$ cat config.mk
export PLATFORM = sky130hd
export DESIGN_NAME = eluks_wb_slave
export DESIGN_NICKNAME = d
export VERILOG_FILES = /design/src/rtl/eluks_wb_slave.sv
export SDC_FILE = /design/constraint.sdc
export NUM_CORES = 1
export LEC_CHECK = 0
export CORE_MARGIN = 2
export CORE_UTILIZATION = 35
export DETAILED_ROUTE_END_ITERATION = 8
export SYNTH_ARGS = -nofsm -noshare
export SYNTH_HDL_FRONTEND = slang
export SYNTH_SLANG_ARGS = --single-unit
$ cat constraint.sdc
create_clock -name wb_clk -period 3.1 [get_ports wb_clk]
set_clock_uncertainty 0.1 [all_clocks]
set_input_delay 0.62 -clock wb_clk [delete_from_list [all_inputs] [get_ports wb_clk]]
set_output_delay 0.62 -clock wb_clk [all_outputs]
set_load 0.005 [all_outputs]
$ cat src/rtl/eluks_wb_slave.sv
// eluks_wb_slave: Wishbone register window, header handshake and block-stream byte FIFO for the ELUKS decryptor
module eluks_wb_slave #(
  parameter int          WB_DATA    = 32,
  parameter logic [31:0] BASE_ADDR  = 32'h92000000,
  parameter int          FIFO_DEPTH = 16,
  parameter int          BLK_BYTES  = 512
) (
  input  logic               wb_clk,
  input  logic               rst_n,
  input  logic [31:0]        wb_adr_i,
  input  logic [WB_DATA-1:0] wb_dat_i,
  input  logic               wb_we_i,
  input  logic               wb_cyc_i,
  input  logic               wb_stb_i,
  input  logic [3:0]         wb_sel_i,
  output logic [WB_DATA-1:0] wb_dat_o,
  output logic               wb_ack_o,
  output logic               wb_err_o,
  output logic [63:0]        core_psw,
  output logic [31:0]        core_start_blk,
  output logic               core_hmac_en,
  output logic               hdr_rq,
  input  logic               hdr_done,
  input  logic [31:0]        hdr_status,
  output logic               blk_rq,
  output logic [31:0]        blk_num,
  input  logic               blk_ack,
  input  logic               s_valid,
  input  logic [7:0]         s_data,
  output logic               s_ready
);
  localparam int AW = $clog2(FIFO_DEPTH);
  localparam int BW = $clog2(BLK_BYTES);
  typedef enum logic [1:0] {W_IDLE, W_HDR, W_DATA, W_ACK} w_t;
  typedef enum logic [1:0] {F_IDLE, F_REQ, F_RECV, F_DONE} f_t;
  w_t ws, ws_n;
  f_t fs, fs_n;
  logic [31:0] off, rd_val, psw0, psw1, start_blk, blk_dir, status, k;
  logic hmac, acc, acc_stat, acc_data, hdr_ack, rsp, empty, full, exh, push, pop, last;
  logic [BW-1:0] bcnt;
  logic [7:0] mem [FIFO_DEPTH];
  logic [AW-1:0] wp, rp;
  logic [AW:0] cnt;
  logic unused_ok;
  assign off = wb_adr_i - BASE_ADDR;
  assign acc = ws == W_IDLE && wb_cyc_i && wb_stb_i;
  assign acc_stat = acc && off == 32'd6;
  assign acc_data = (acc && off == 32'd5) || (ws == W_DATA && wb_cyc_i);
  assign hdr_ack = ws == W_HDR && wb_cyc_i && hdr_done;
  assign empty = cnt == '0;
  assign full = cnt == (AW+1)'(FIFO_DEPTH);
  assign exh = empty && fs == F_DONE;
  assign pop = acc_data && !empty;
  assign push = fs == F_RECV && s_valid && !full;
  assign last = push && bcnt == BW'(BLK_BYTES - 1);
  // a response is registered this cycle and shows as a one-cycle ack on the next
  assign rsp = (acc && off != 32'd5 && off != 32'd6) || hdr_ack || (acc_data && (!empty || exh));
  assign rd_val = off == 32'd0 ? psw0 : off == 32'd1 ? psw1 : off == 32'd2 ? start_blk :
                  off == 32'd3 ? blk_dir : off == 32'd4 ? {31'h0, hmac} : 32'h0;
  assign wb_err_o = 1'b0;
  assign core_psw = {psw0, psw1};
  assign core_start_blk = start_blk;
  assign core_hmac_en = hmac;
  assign blk_rq = fs == F_REQ;
  assign blk_num = blk_dir + k;
  assign s_ready = !full;
  assign unused_ok = ^{wb_sel_i, status[31]};
  always_comb begin
    ws_n = ws;
    if (rsp) ws_n = W_ACK;
    else if (acc_stat) ws_n = W_HDR;
    else if (acc) ws_n = W_DATA;
    else if ((ws == W_HDR || ws == W_DATA) && !wb_cyc_i) ws_n = W_IDLE;
    else if (ws == W_ACK && !wb_stb_i) ws_n = W_IDLE;
  end
  always_comb begin
    fs_n = fs;
    if (acc_stat) fs_n = F_IDLE;
    else if (fs == F_IDLE && hdr_done) fs_n = (hdr_status[31] || hdr_status[30:0] == 31'd0) ? F_DONE : F_REQ;
    else if (fs == F_REQ && blk_ack) fs_n = F_RECV;
    else if (last) fs_n = k + 32'd1 == {1'b0, status[30:0]} ? F_DONE : F_REQ;
  end
  always_ff @(posedge wb_clk or negedge rst_n) begin
    if (!rst_n) begin
      ws <= W_IDLE;
      fs <= F_IDLE;
      k <= '0;
      bcnt <= '0;
    end else begin
      ws <= ws_n;
      fs <= fs_n;
      k <= acc_stat ? 32'd0 : last ? k + 32'd1 : k;
      bcnt <= (acc_stat || last) ? '0 : push ? bcnt + 1'b1 : bcnt;
    end
  end
  always_ff @(posedge wb_clk or negedge rst_n) begin
    if (!rst_n) begin
      psw0 <= '0;
      psw1 <= '0;
      start_blk <= '0;
      blk_dir <= '0;
      hmac <= 1'b0;
      status <= '0;
      wb_dat_o <= '0;
      wb_ack_o <= 1'b0;
      hdr_rq <= 1'b0;
    end else begin
      wb_ack_o <= rsp;
      hdr_rq <= acc_stat;
      if (hdr_done) status <= hdr_status;
      if (rsp) wb_dat_o <= hdr_ack ? hdr_status : acc_data ? {24'h0, empty ? 8'h0 : mem[rp]} : rd_val;
      if (acc && wb_we_i && off == 32'd0) psw0 <= wb_dat_i;
      if (acc && wb_we_i && off == 32'd1) psw1 <= wb_dat_i;
      if (acc && wb_we_i && off == 32'd2) start_blk <= wb_dat_i;
      if (acc && wb_we_i && off == 32'd3) blk_dir <= wb_dat_i;
      if (acc && wb_we_i && off == 32'd4) hmac <= wb_dat_i[0];
    end
  end
  always_ff @(posedge wb_clk or negedge rst_n) begin
    if (!rst_n) begin
      wp <= '0;
      rp <= '0;
      cnt <= '0;
    end else if (acc_stat) begin
      wp <= '0;
      rp <= '0;
      cnt <= '0;
    end else begin
      if (push) wp <= wp + 1'b1;
      if (pop) rp <= rp + 1'b1;
      cnt <= cnt + (AW+1)'(push) - (AW+1)'(pop);
    end
  end
  always_ff @(posedge wb_clk)
    if (push) mem[wp] <= s_data;
endmodule
==> results of run 1 <==
## cells in the mapped netlist (11+ instances only)
library cell / instances / area share (%)
nand3_1: 50 / 1.3
and2_1: 15 / 0.49
nor3_1: 19 / 0.50
nand4_1: 25 / 0.82
mux2_2: 165 / 9.7
a21oi_1: 53 / 1.4
xor2_1: 54 / 2.5
nor2_1: 128 / 2.5
buf_1: 17 / 0.33
a211oi_1: 11 / 0.43
and3_1: 17 / 0.56
nand2_1: 79 / 1.6
inv_1: 41 / 0.80
a21o_1: 14 / 0.55
a31oi_1: 25 / 0.82
o21ai_0: 30 / 0.79
xnor2_1: 60 / 2.7
clkbuf_1: 34 / 0.67
mux4_2: 66 / 7.8
ha_1: 50 / 3.3
dfrtp_1: 252 / 33
nor4_1: 19 / 0.62
edfxtp_1: 128 / 20
mux2i_1: 13 / 0.68
## worst max-delay path by stage
| stage | from | end |
|---|---|---|
| 2_1_floorplan | wb_adr_i[25] | cnt[4] |
| 3_3_place_gp | wb_adr_i[25] | cnt[4] |
| 3_5_place_dp | wb_adr_i[25] | cnt[4] |
| 4_1_cts | k[10] | blk_num[30] |
| 5_1_grt | k[12] | blk_num[30] |
| 6_report | k[9] | blk_num[30] |
## final cells by class
| type | count | area (um2) | area share (%) |
|---|---|---|---|
| tap | 696 | 871 | 3.23 |
| clock buffer | 59 | 1250 | 4.63 |
| clock inverter | 19 | 219 | 0.811 |
| multi-input combinational | 1015 | 9320 | 34.5 |
| sequential | 380 | 10200 | 37.6 |
| inverter | 44 | 178 | 0.658 |
| antenna | 3 | 7.51 | 0.0278 |
| timing repair buffer | 554 | 4990 | 18.5 |
## placed cells by master (no fill, tap or decap), drive strengths merged, types with 15 or more instances in the layout
cell,Yosys,routed
buf,31,309
dfrtp,252,252
clkdlybuf4s50,0,214
mux2,165,165
nor2,129,129
edfxtp,128,128
nand2,80,80
mux4,66,66
xnor2,60,60
clkbuf,37,59
xor2,54,54
a21oi,53,53
nand3,52,52
ha,50,50
inv,44,46
o21ai,31,31
nand4,27,27
a31oi,25,25
dlygate4sd2,0,23
nor4,21,21
nor3,19,19
and3,17,17
and2,15,15
## report_power, final
part	leakage [nW]	internal [mW]	switching [mW]
sequential	4.50	5.67	0.372
combinational	6.35	1.85	1.70
clock	0.714	3.17	2.13
## per-stage QoR
stage,utilization [%],hold slack [ns],instance area (um2),std cells
finish,50.1,0.416,27000,2770
global route,50.0,0.435,27000,2769
CTS,49.2,0.422,26500,2747
detailed placement,45.4,0.407,24500,2640
global placement,45.4,0.393,24500,2640
floorplan,-,0.224,19200,1507
## repair_timing
item / 4_1_cts / 5_1_grt
hold buffers: 1 / 0
setup buffers: 33 / 27
gates resized for setup: 230 / 75
hold endpoints to repair: 36 / 0
pin swaps: 73 / 71
endpoints found under the setup margin: 37 / 31
## logic make-up after synthesis
family                     share of synthesized area (%)
other                                             0.0196
DFF                                                 53.1
AOI/OAI and AO/OA                                   6.72
adders and majority gates                           3.53
muxes                                               18.2
buffers and inverters                               2.51
and+or+nand+nor                                     10.7
xor gates and xnor gates                            5.22
## layer usage
layer	track usage, %	vias to the layer above
met5	0	-
met4	7.39	4
met3	3.53	109
met2	35.7	409
met1	25.3	7367
li1	-	6670
## state kept, by name, indices dropped and copies added (netlist names), 9 cells and up
name / flops
wb_dat_o: 32
blk_dir: 32
psw0: 32
core_start_blk: 32
status: 31
psw1: 32
bcnt: 9
mem: 128
k: 32
==> impl_metrics.env, run 1 <==
export IMPL_vias=14600
export IMPL_grt_overflow_total=0
export IMPL_drive_gt1_share_pct=35.9
export IMPL_r2r_end="fs[1]"
export IMPL_synth_nets=1675
export IMPL_total_power_mw=14.9
export IMPL_clockBufferDepth=3
export IMPL_routabilityCongestion=0.867
export IMPL_cts_sinks=380
export IMPL_drv_slew=0
export IMPL_synth_seq_area_share_pct=53.1
export IMPL_maxClockFrequency_mhz=255
export IMPL_synth_cell_type_count=82
export IMPL_die_h_um=238
export IMPL_rows=85
export IMPL_hp_class="flop to flop"
export IMPL_setup_viol=27
export IMPL_ys_ff_latch=380
export IMPL_hold_violations=0
export IMPL_syn_area_um2=19100
export IMPL_die_area_um2=56500
export IMPL_coreArea_um2=53900
export IMPL_pin_count=282
export IMPL_wl_per_cell_um=21.2
export IMPL_synthCells=1507
export IMPL_cp_max_fo=3
export IMPL_fin_setup_tns_ns=-13.75
export IMPL_tightestPinTransition_ns=0.663
export IMPL_drt_iter0_drc=948
export IMPL_drv_cap=0
export IMPL_critPathKind="flop to primary output"
export IMPL_grt_pass1_wl_mm=88.5
export IMPL_required_ns=2.38
export IMPL_hold_path_end="wb_dat_o[4]"
export IMPL_status="finished with violations"
export IMPL_post_place_ws_ns=-1.12
export IMPL_worst_hold_startpoint="wb_dat_o[4]"
export IMPL_max_stage_delay_ns=0.43
export IMPL_path_cells="ha_4 -> a21oi_4 -> nor2_1 -> a2111oi_2 -> buf_4 -> a21oi_2 -> buf_4 -> o31ai_4 -> buf_6 -> o2111ai_4 -> a21oi_2 -> xnor2_1 -> buf_2"
export IMPL_p_leak_nw=11.6
export IMPL_power_density_nw_per_um2=552
export IMPL_drc=0
export IMPL_failed_checks="setup timing"
export IMPL_synth_enable_flop_cells=128
export IMPL_portBuffers=276
export IMPL_cp_num_cells=13
export IMPL_highest_layer="met5"
export IMPL_root_buffer="clkbuf_16"
export IMPL_maxSlewHeadroom_pct=55.8
export IMPL_rsz0062_at_grt="yes"
export IMPL_synth_ff_type="dfrtp_1"
export IMPL_wl_met1_mm=23.9
export IMPL_initial_utilization_pct=35.5
export IMPL_grt_start_max_net_pins=73
export IMPL_async_flop_share_pct=66.3
export IMPL_cts_tree="built"
export IMPL_r2r_start="k[12]"
export IMPL_start_kind="flop"
export IMPL_antenna_found_initial=4
export IMPL_whs_path_depth=1
export IMPL_end_kind="primary output"
export IMPL_via_per_inst=5.26
export IMPL_period_needed_ns=3.93
export IMPL_rrSetupSlack_ns=-0.04
export IMPL_fp_dieW_um=238
export IMPL_grt_pass1_vias=15000
export IMPL_first_pass_iters=5
export IMPL_cp_slowest_cell="dfrtp_1"
export IMPL_vdd_drop_max_v=0.000479
export IMPL_wl_met2_mm=29.7
export IMPL_worstPathArrival_ns=3.21
export IMPL_n_fill_cell=4643
export IMPL_cts_max_level=2
export IMPL_routed_wirelength_mm=58.8
export IMPL_fin_ws_ns=-0.825
export IMPL_insertion_delay_ns=0.57
export IMPL_ant_nets=0
export IMPL_cp_top_family="compound AO/OA/AOI/OAI gates"
export IMPL_avgSynthCellArea_um2=12.7
export IMPL_cts_buffers=45
export IMPL_clk_pin_slew_ns=0.06
export IMPL_final_nets=2208
export IMPL_reg2reg_depth=10
export IMPL_gr_usage_all_layers_pct=20.4
export IMPL_area_growth_pct=41.1
export IMPL_crit_buf_inv=4
export IMPL_yosysWarnings=0
export IMPL_dpl_hpwl_mm=42.5
export IMPL_dr_wl_met3_mm=3.21
export IMPL_period_share_pct=127
Power figures use the tool's default switching activity.
==> run 2, diff against run 1 <==
--- a/config.mk
+++ b/config.mk
@@ -6,8 +6,9 @@
 export NUM_CORES = 1
 export LEC_CHECK = 0
 export CORE_MARGIN = 2
-export CORE_UTILIZATION = 35
+export CORE_UTILIZATION = 50
 export DETAILED_ROUTE_END_ITERATION = 8
+export PLACE_DENSITY = 0.77
 export SYNTH_ARGS = -nofsm -noshare
 export SYNTH_HDL_FRONTEND = slang
 export SYNTH_SLANG_ARGS = --single-unit
==> run 2 against run 1 <==
Against the previous run:
- the flow still finishes with violations (setup timing)
- worst hold slack better by 0.014 ns
- sequential share of layout area rose by 1.2 points
- count of clock-buffer cells in the layout decreased by 2
- highest routed layer is now met4
- cell count down 8.8%
- flip-flop and latch count unchanged
==> impl_metrics.env, run 2 (same netlist as run 1, synthesis figures left out) <==
export IMPL_via_per_inst=5.86
export IMPL_n_fill_cell=2632
export IMPL_insertion_delay_ns=0.58
export IMPL_critPathKind="flop to primary output"
export IMPL_grt_pass1_wl_mm=86.5
export IMPL_pin_count=282
export IMPL_area_growth_pct=36.6
export IMPL_antenna_found_initial=2
export IMPL_wl_per_cell_um=22.8
export IMPL_ant_nets=0
export IMPL_first_pass_iters=5
export IMPL_path_cells="buf_6 -> ha_4 -> a21o_1 -> a21oi_2 -> o211ai_1 -> nand2_2 -> buf_6 -> and3_4 -> o21a_4 -> o211a_1 -> a311o_1 -> buf_2"
export IMPL_setup_viol=26
export IMPL_maxSlewHeadroom_pct=48.0
export IMPL_stdcell_area_um2=26100
export IMPL_cts_sinks=380
export IMPL_clockBufferDepth=3
export IMPL_comb_power_share_pct=23.9
export IMPL_clk_pin_slew_ns=0.06
export IMPL_cp_slowest_cell="dfrtp_1"
export IMPL_fp_dieW_um=200
export IMPL_fin_ws_ns=-0.803
export IMPL_final_nets=2149
export IMPL_swShare_pct=28.5
export IMPL_period_needed_ns=3.90
export IMPL_final_common_cell="dfrtp_1"
export IMPL_hold_violations=0
export IMPL_vdd_drop_max_v=0.000542
export IMPL_dpl_hpwl_mm=39.7
export IMPL_coreArea_um2=37700
export IMPL_cts_max_level=2
export IMPL_placed_cell_area_um2=23900
export IMPL_p_sw_mw=4.14
export IMPL_cp_max_fo=3
export IMPL_worstPathArrival_ns=3.18
export IMPL_portBuffers=276
export IMPL_drv_cap=0
export IMPL_required_ns=2.38
export IMPL_drt_iter0_drc=1134
export IMPL_drv_slew=0
export IMPL_top_register="mem"
export IMPL_dp_cells=2413
export IMPL_start_kind="flop"
export IMPL_die_h_um=200
export IMPL_cts_buffers=41
export IMPL_p_leak_nw=11.2
export IMPL_maxClockFrequency_mhz=256
export IMPL_vias=14800
export IMPL_routabilityCongestion=0.935
export IMPL_routed_wirelength_mm=57.6
export IMPL_max_stage_delay_ns=0.39
export IMPL_rsz0062_at_grt="yes"
export IMPL_tightestPinTransition_ns=0.779
export IMPL_period_share_pct=126
export IMPL_hp_class="flop to flop"
export IMPL_rows=71
export IMPL_drive_gt1_share_pct=33.7
export IMPL_grt_start_max_net_pins=73
export IMPL_die_area_um2=39800
export IMPL_power_density_nw_per_um2=557
export IMPL_root_buffer="clkbuf_16"
export IMPL_status="finished with violations"
export IMPL_drc=0
export IMPL_fin_cells=2525
export IMPL_largest_reg_flops=128
export IMPL_crit_top_cell="buf_6"
export IMPL_seqPwrFrac_pct=41.5
export IMPL_initial_utilization_pct=50.8
export IMPL_p_int_mw=10.4
export IMPL_cts_tree="built"
export IMPL_hold_ws_ns=0.430
export IMPL_gr_usage_all_layers_pct=28.7
export IMPL_grt_pass1_vias=15300
export IMPL_end_kind="primary output"
export IMPL_grt_overflow_total=0
export IMPL_failed_checks="setup timing"
export IMPL_layout_common_cells="251 x dfrtp_1, 215 x clkdlybuf4s50_1, 188 x buf_4"
export IMPL_clkPwrFrac_pct=34.5
-- run 2: cell count changes in the layout (fill, tap and decap cells not counted), moves of 3 or more --
| cell | change |
|---|---|
| nor3_1 | +3 |
| clkbuf_16 | -3 |
| nor3_2 | -4 |
| clkinv_1 | -4 |
| o21ai_1 | +3 |
| buf_6 | -4 |
| ha_4 | -3 |
| buf_4 | -51 |
-- run 2: path summary, 6_finish.rpt --
path,end,slack [ns],start,cells past startpoint
worst min-delay path,psw0[27],0.43,psw0[27],1
worst max register to register,cnt[4],0.05,ws[0],15
worst max-delay path,blk_num[29],-0.80,blk_dir[1],12
worst min register to register,psw0[27],0.43,psw0[27],1
max in group asynchronous,core_start_blk[1],1.57,rst_n,3
min in group asynchronous,psw1[26],0.51,rst_n,2
-- run 2: final cells by class --
cell class                      instances  area, um2  area share [%]
Sequential cell                       380      10200            38.9
Multi-Input combinational cell       1015       9220            35.3
Timing Repair Buffer                  499       4550            17.4
Clock buffer                           57       1200            4.59
Tap cell                              511        639            2.45
Clock inverter                         17        181           0.695
Inverter                               44        180           0.690
Antenna cell                            2       5.00          0.0192
-- run 2: stage by stage --
stage                     utilization, %  TNS (ns)  power (mW)  worst slack [ns]
after global routing                69.3    -16.41        15.1            -0.899
after floorplan                        -    -0.923        8.04            -0.419
final                               69.3    -13.87        14.5            -0.803
after global placement              63.5    -91.25        9.34            -0.947
after CTS                           68.3    -11.51        14.6            -0.798
after detailed placement            63.5   -101.66        9.49             -1.10
-- run 2: what timing repair did --
action | in CTS | in global routing
pin swaps | 62 | 58
endpoints found under the hold margin | 68 | 0
hold buffers | 1 | 0
endpoints found under the setup margin | 34 | 30
resized for setup | 217 | 65
buffers inserted | 23 | 17
-- run 2: power by group through the flow --
stage | logic, mW | registers (mW) | clock network, mW
2_1_floorplan | 2.02 | 6.02 | 0
3_3_place_gp | 3.26 | 6.08 | 0
3_5_place_dp | 3.37 | 6.12 | 0
4_1_cts | 3.45 | 6.03 | 5.08
5_1_grt | 3.81 | 6.08 | 5.25
6_report | 3.48 | 6.04 | 5.02
-- run 2: routing by layer --
metal  GRT usage [%]  wire (um)  vias up
li1                -          -     6535
met1            39.1      23500     7482
met2            45.1      27300      657
met3            6.41       5070      112
met4            11.0       1760        0
met5               0          0        -
-- run 2: critical path: cells and delay by family, from the launching register on --
family / cells / cell delay (ns)
compound gates: 6 / 1.23
buf+inv: 3 / 0.41
flops: 1 / 0.39
simple gates: 2 / 0.34
fa+ha+maj: 1 / 0.24
==> run 3, diff against run 2 <==
--- a/config.mk
+++ b/config.mk
@@ -7,8 +7,9 @@
 export LEC_CHECK = 0
 export CORE_MARGIN = 2
 export CORE_UTILIZATION = 50
+export CTS_CLUSTER_DIAMETER = 40
 export DETAILED_ROUTE_END_ITERATION = 8
-export PLACE_DENSITY = 0.77
+export PLACE_DENSITY = 0.84
 export SYNTH_ARGS = -nofsm -noshare
 export SYNTH_HDL_FRONTEND = slang
 export SYNTH_SLANG_ARGS = --single-unit
==> run 3 against run 2 <==
Against the previous run:
- the run still ends with setup timing left
- worst hold slack lost 0.0072 ns
- utilization grew 0.83 points
- sequential power is essentially flat
- count of clock-buffer cells in the layout grew 5
- cell count grew 0.87%
- sequential share of layout area shrank 0.46 points
- critical path depth is the same
- design area grew 1.2%
- flip-flop and latch count is the same
- critical path type unchanged
- largest cell class unchanged
- highest routed layer is now met5
==> impl_metrics.env, run 3 (same netlist as run 1, synthesis figures left out) <==
export IMPL_startpoint="blk_dir[1]"
export IMPL_fin_ws_ns=-1.02
export IMPL_dpl_hpwl_mm=41.2
export IMPL_vias=15400
export IMPL_layout_common_cells="251 x dfrtp_1, 214 x clkdlybuf4s50_1, 189 x buf_4"
export IMPL_drc=0
export IMPL_rows=71
export IMPL_grt_start_max_net_pins=81
export IMPL_status="finished with violations"
export IMPL_p_leak_nw=11.4
export IMPL_multi_input_area_um2=9180
export IMPL_grt_overflow_total=0
export IMPL_drive_gt1_share_pct=34.6
export IMPL_grt_pass1_vias=16100
export IMPL_final_common_cell="dfrtp_1"
export IMPL_worstPathArrival_ns=3.40
export IMPL_cp_slowest_cell="dfrtp_1"
export IMPL_area_growth_pct=38.2
export IMPL_maxClockFrequency_mhz=243
export IMPL_routed_wirelength_mm=61.5
export IMPL_antenna_found_initial=6
export IMPL_swShare_pct=29.2
export IMPL_final_nets=2163
export IMPL_reg2reg_depth=12
export IMPL_cp_max_fo=3
export IMPL_wl_per_cell_um=24.1
export IMPL_cts_max_level=2
export IMPL_drt_iter0_drc=1479
export IMPL_top_register="mem"
export IMPL_cts_buffers=49
export IMPL_crit_top_cell="buf_6"
export IMPL_final_util_pct=70.2
export IMPL_end_kind="primary output"
export IMPL_setup_viol=27
export IMPL_drv_cap=0
export IMPL_cp_endpoint="blk_num[29]"
export IMPL_max_stage_delay_ns=0.40
export IMPL_r2r_end="fs[1]"
export IMPL_n_fill_cell=2499
export IMPL_cp_num_cells=12
export IMPL_via_per_inst=6.04
export IMPL_worst_hold_startpoint="hdr_done"
export IMPL_grt_pass1_wl_mm=91.5
export IMPL_power_density_nw_per_um2=585
export IMPL_coreArea_um2=37700
export IMPL_post_place_ws_ns=-1.10
export IMPL_r2r_start="k[1]"
export IMPL_hold_ws_ns=0.423
export IMPL_start_kind="flop"
export IMPL_pin_count=282
export IMPL_hp_class="input port to flop"
export IMPL_rrSetupSlack_ns=-0.14
export IMPL_portBuffers=276
export IMPL_routabilityCongestion=0.923
export IMPL_p_sw_mw=4.51
export IMPL_die_h_um=200
export IMPL_die_area_um2=39800
export IMPL_tightestPinTransition_ns=0.744
export IMPL_ant_nets=0
export IMPL_cts_sinks=380
export IMPL_regArea_um2=10200
export IMPL_insertion_delay_ns=0.59
export IMPL_crit_buf_inv=3
export IMPL_maxSlewHeadroom_pct=50.4
export IMPL_required_ns=2.38
export IMPL_cts_tree="built"
export IMPL_initial_utilization_pct=50.8
export IMPL_seqPwrFrac_pct=39.2
export IMPL_clk_pin_slew_ns=0.07
export IMPL_critPathKind="flop to primary output"
export IMPL_p_int_mw=11.0
export IMPL_period_needed_ns=4.12
export IMPL_largest_reg_flops=128
export IMPL_root_buffer="clkbuf_16"
export IMPL_period_share_pct=133
export IMPL_path_cells="buf_6 -> ha_4 -> a21o_1 -> a21oi_2 -> o211ai_1 -> nand2_2 -> and3_4 -> o21a_1 -> buf_6 -> o211a_1 -> a311o_1 -> buf_6"
export IMPL_gr_usage_all_layers_pct=30.3
export IMPL_first_pass_iters=7
export IMPL_comb_power_share_pct=23.4
export IMPL_cp_top_family="compound AO/OA/AOI/OAI gates"
export IMPL_failed_checks="setup timing"
export IMPL_total_power_mw=15.5
export IMPL_vdd_drop_max_v=0.000436
export IMPL_clockBufferDepth=3
export IMPL_fp_dieW_um=200
export IMPL_drv_slew=0
export IMPL_rsz0062_at_grt="yes"
export IMPL_clkPwrFrac_pct=37.4
export IMPL_hold_violations=0
==> run 3: cell types whose count changed in the layout (fill, tap and decap cells not counted), sizes merged <==
cell           delta
clkdlybuf4s50     -1
buf               +8
bufinv            +1
clkinvlp          +1
clkbuf            +5
dlygate4sd2       -1
inv               +7
clkinv            +2
==> run 3: worst reg2reg max path: stages, from the launching register on <==
cell and delay [ns]:
dfrtp_1 0.40, buf_4 0.15, buf_4 0.13, buf_4 0.16, ha_2 0.19, buf_4 0.15
nand3_1 0.15, xnor2_1 0.13, nor4_2 0.25, nand4_1 0.14, or4_4 0.52, or4_4 0.44
o31ai_2 0.19
==> run 3: what timing repair did <==
action,in CTS,in global routing
pin swaps,58,50
gates resized for setup,209,82
hold endpoints to repair,72,0
endpoints found under the setup margin,40,33
hold buffers,1,0
setup buffers,24,22
==> run 3: cell type report <==
type	instances	share of cell area [%]
Inverter	44	0.682
Tap cell	511	2.42
Clock buffer	62	5.18
Sequential cell	380	38.4
Timing Repair Buffer	505	17.4
Clock inverter	28	1.16
Antenna cell	2	0.0189
Multi-Input combinational cell	1015	34.7
==> run 3: power by group through the flow <==
| stage | Clock (mW) | Combinational [mW] | Sequential, mW |
|---|---|---|---|
| detailed placement | 0 | 3.45 | 6.13 |
| global placement | 0 | 3.30 | 6.09 |
| CTS | 5.84 | 3.53 | 6.04 |
| floorplan | 0 | 2.02 | 6.02 |
| finish | 5.79 | 3.62 | 6.06 |
| global route | 6.03 | 3.88 | 6.09 |
==> run 3: metrics by stage <==
step	instance area [um2]	setup TNS (ns)	cells
3_5_place_dp	23900	-101.82	2414
3_3_place_gp	23900	-81.73	2414
2_1_floorplan	19200	-0.923	1507
5_1_grt	26400	-18.16	2547
4_1_cts	26000	-11.82	2529
6_report	26400	-16.33	2547
==> run 3: worst min-delay path by stage <==
| stage | cells past startpoint | end | slack (ns) |
|---|---|---|---|
| after floorplan | 0 | bcnt[0] | 0.22 |
| after global placement | 1 | wb_dat_o[5] | 0.39 |
| after detailed placement | 1 | wb_dat_o[6] | 0.41 |
| after CTS | 2 | status[3] | 0.40 |
| after global routing | 2 | status[0] | 0.42 |
| final | 2 | status[3] | 0.42 |
==> run 3: metal layers <==
layer / track usage [%] / vias up / share of wire (%)
li1: - / 6574 / -
met1: 39.3 / 7658 / 38
met2: 47.4 / 913 / 47
met3: 7.86 / 231 / 9.6
met4: 15.4 / 4 / 4.7
met5: 0 / - / 0.052
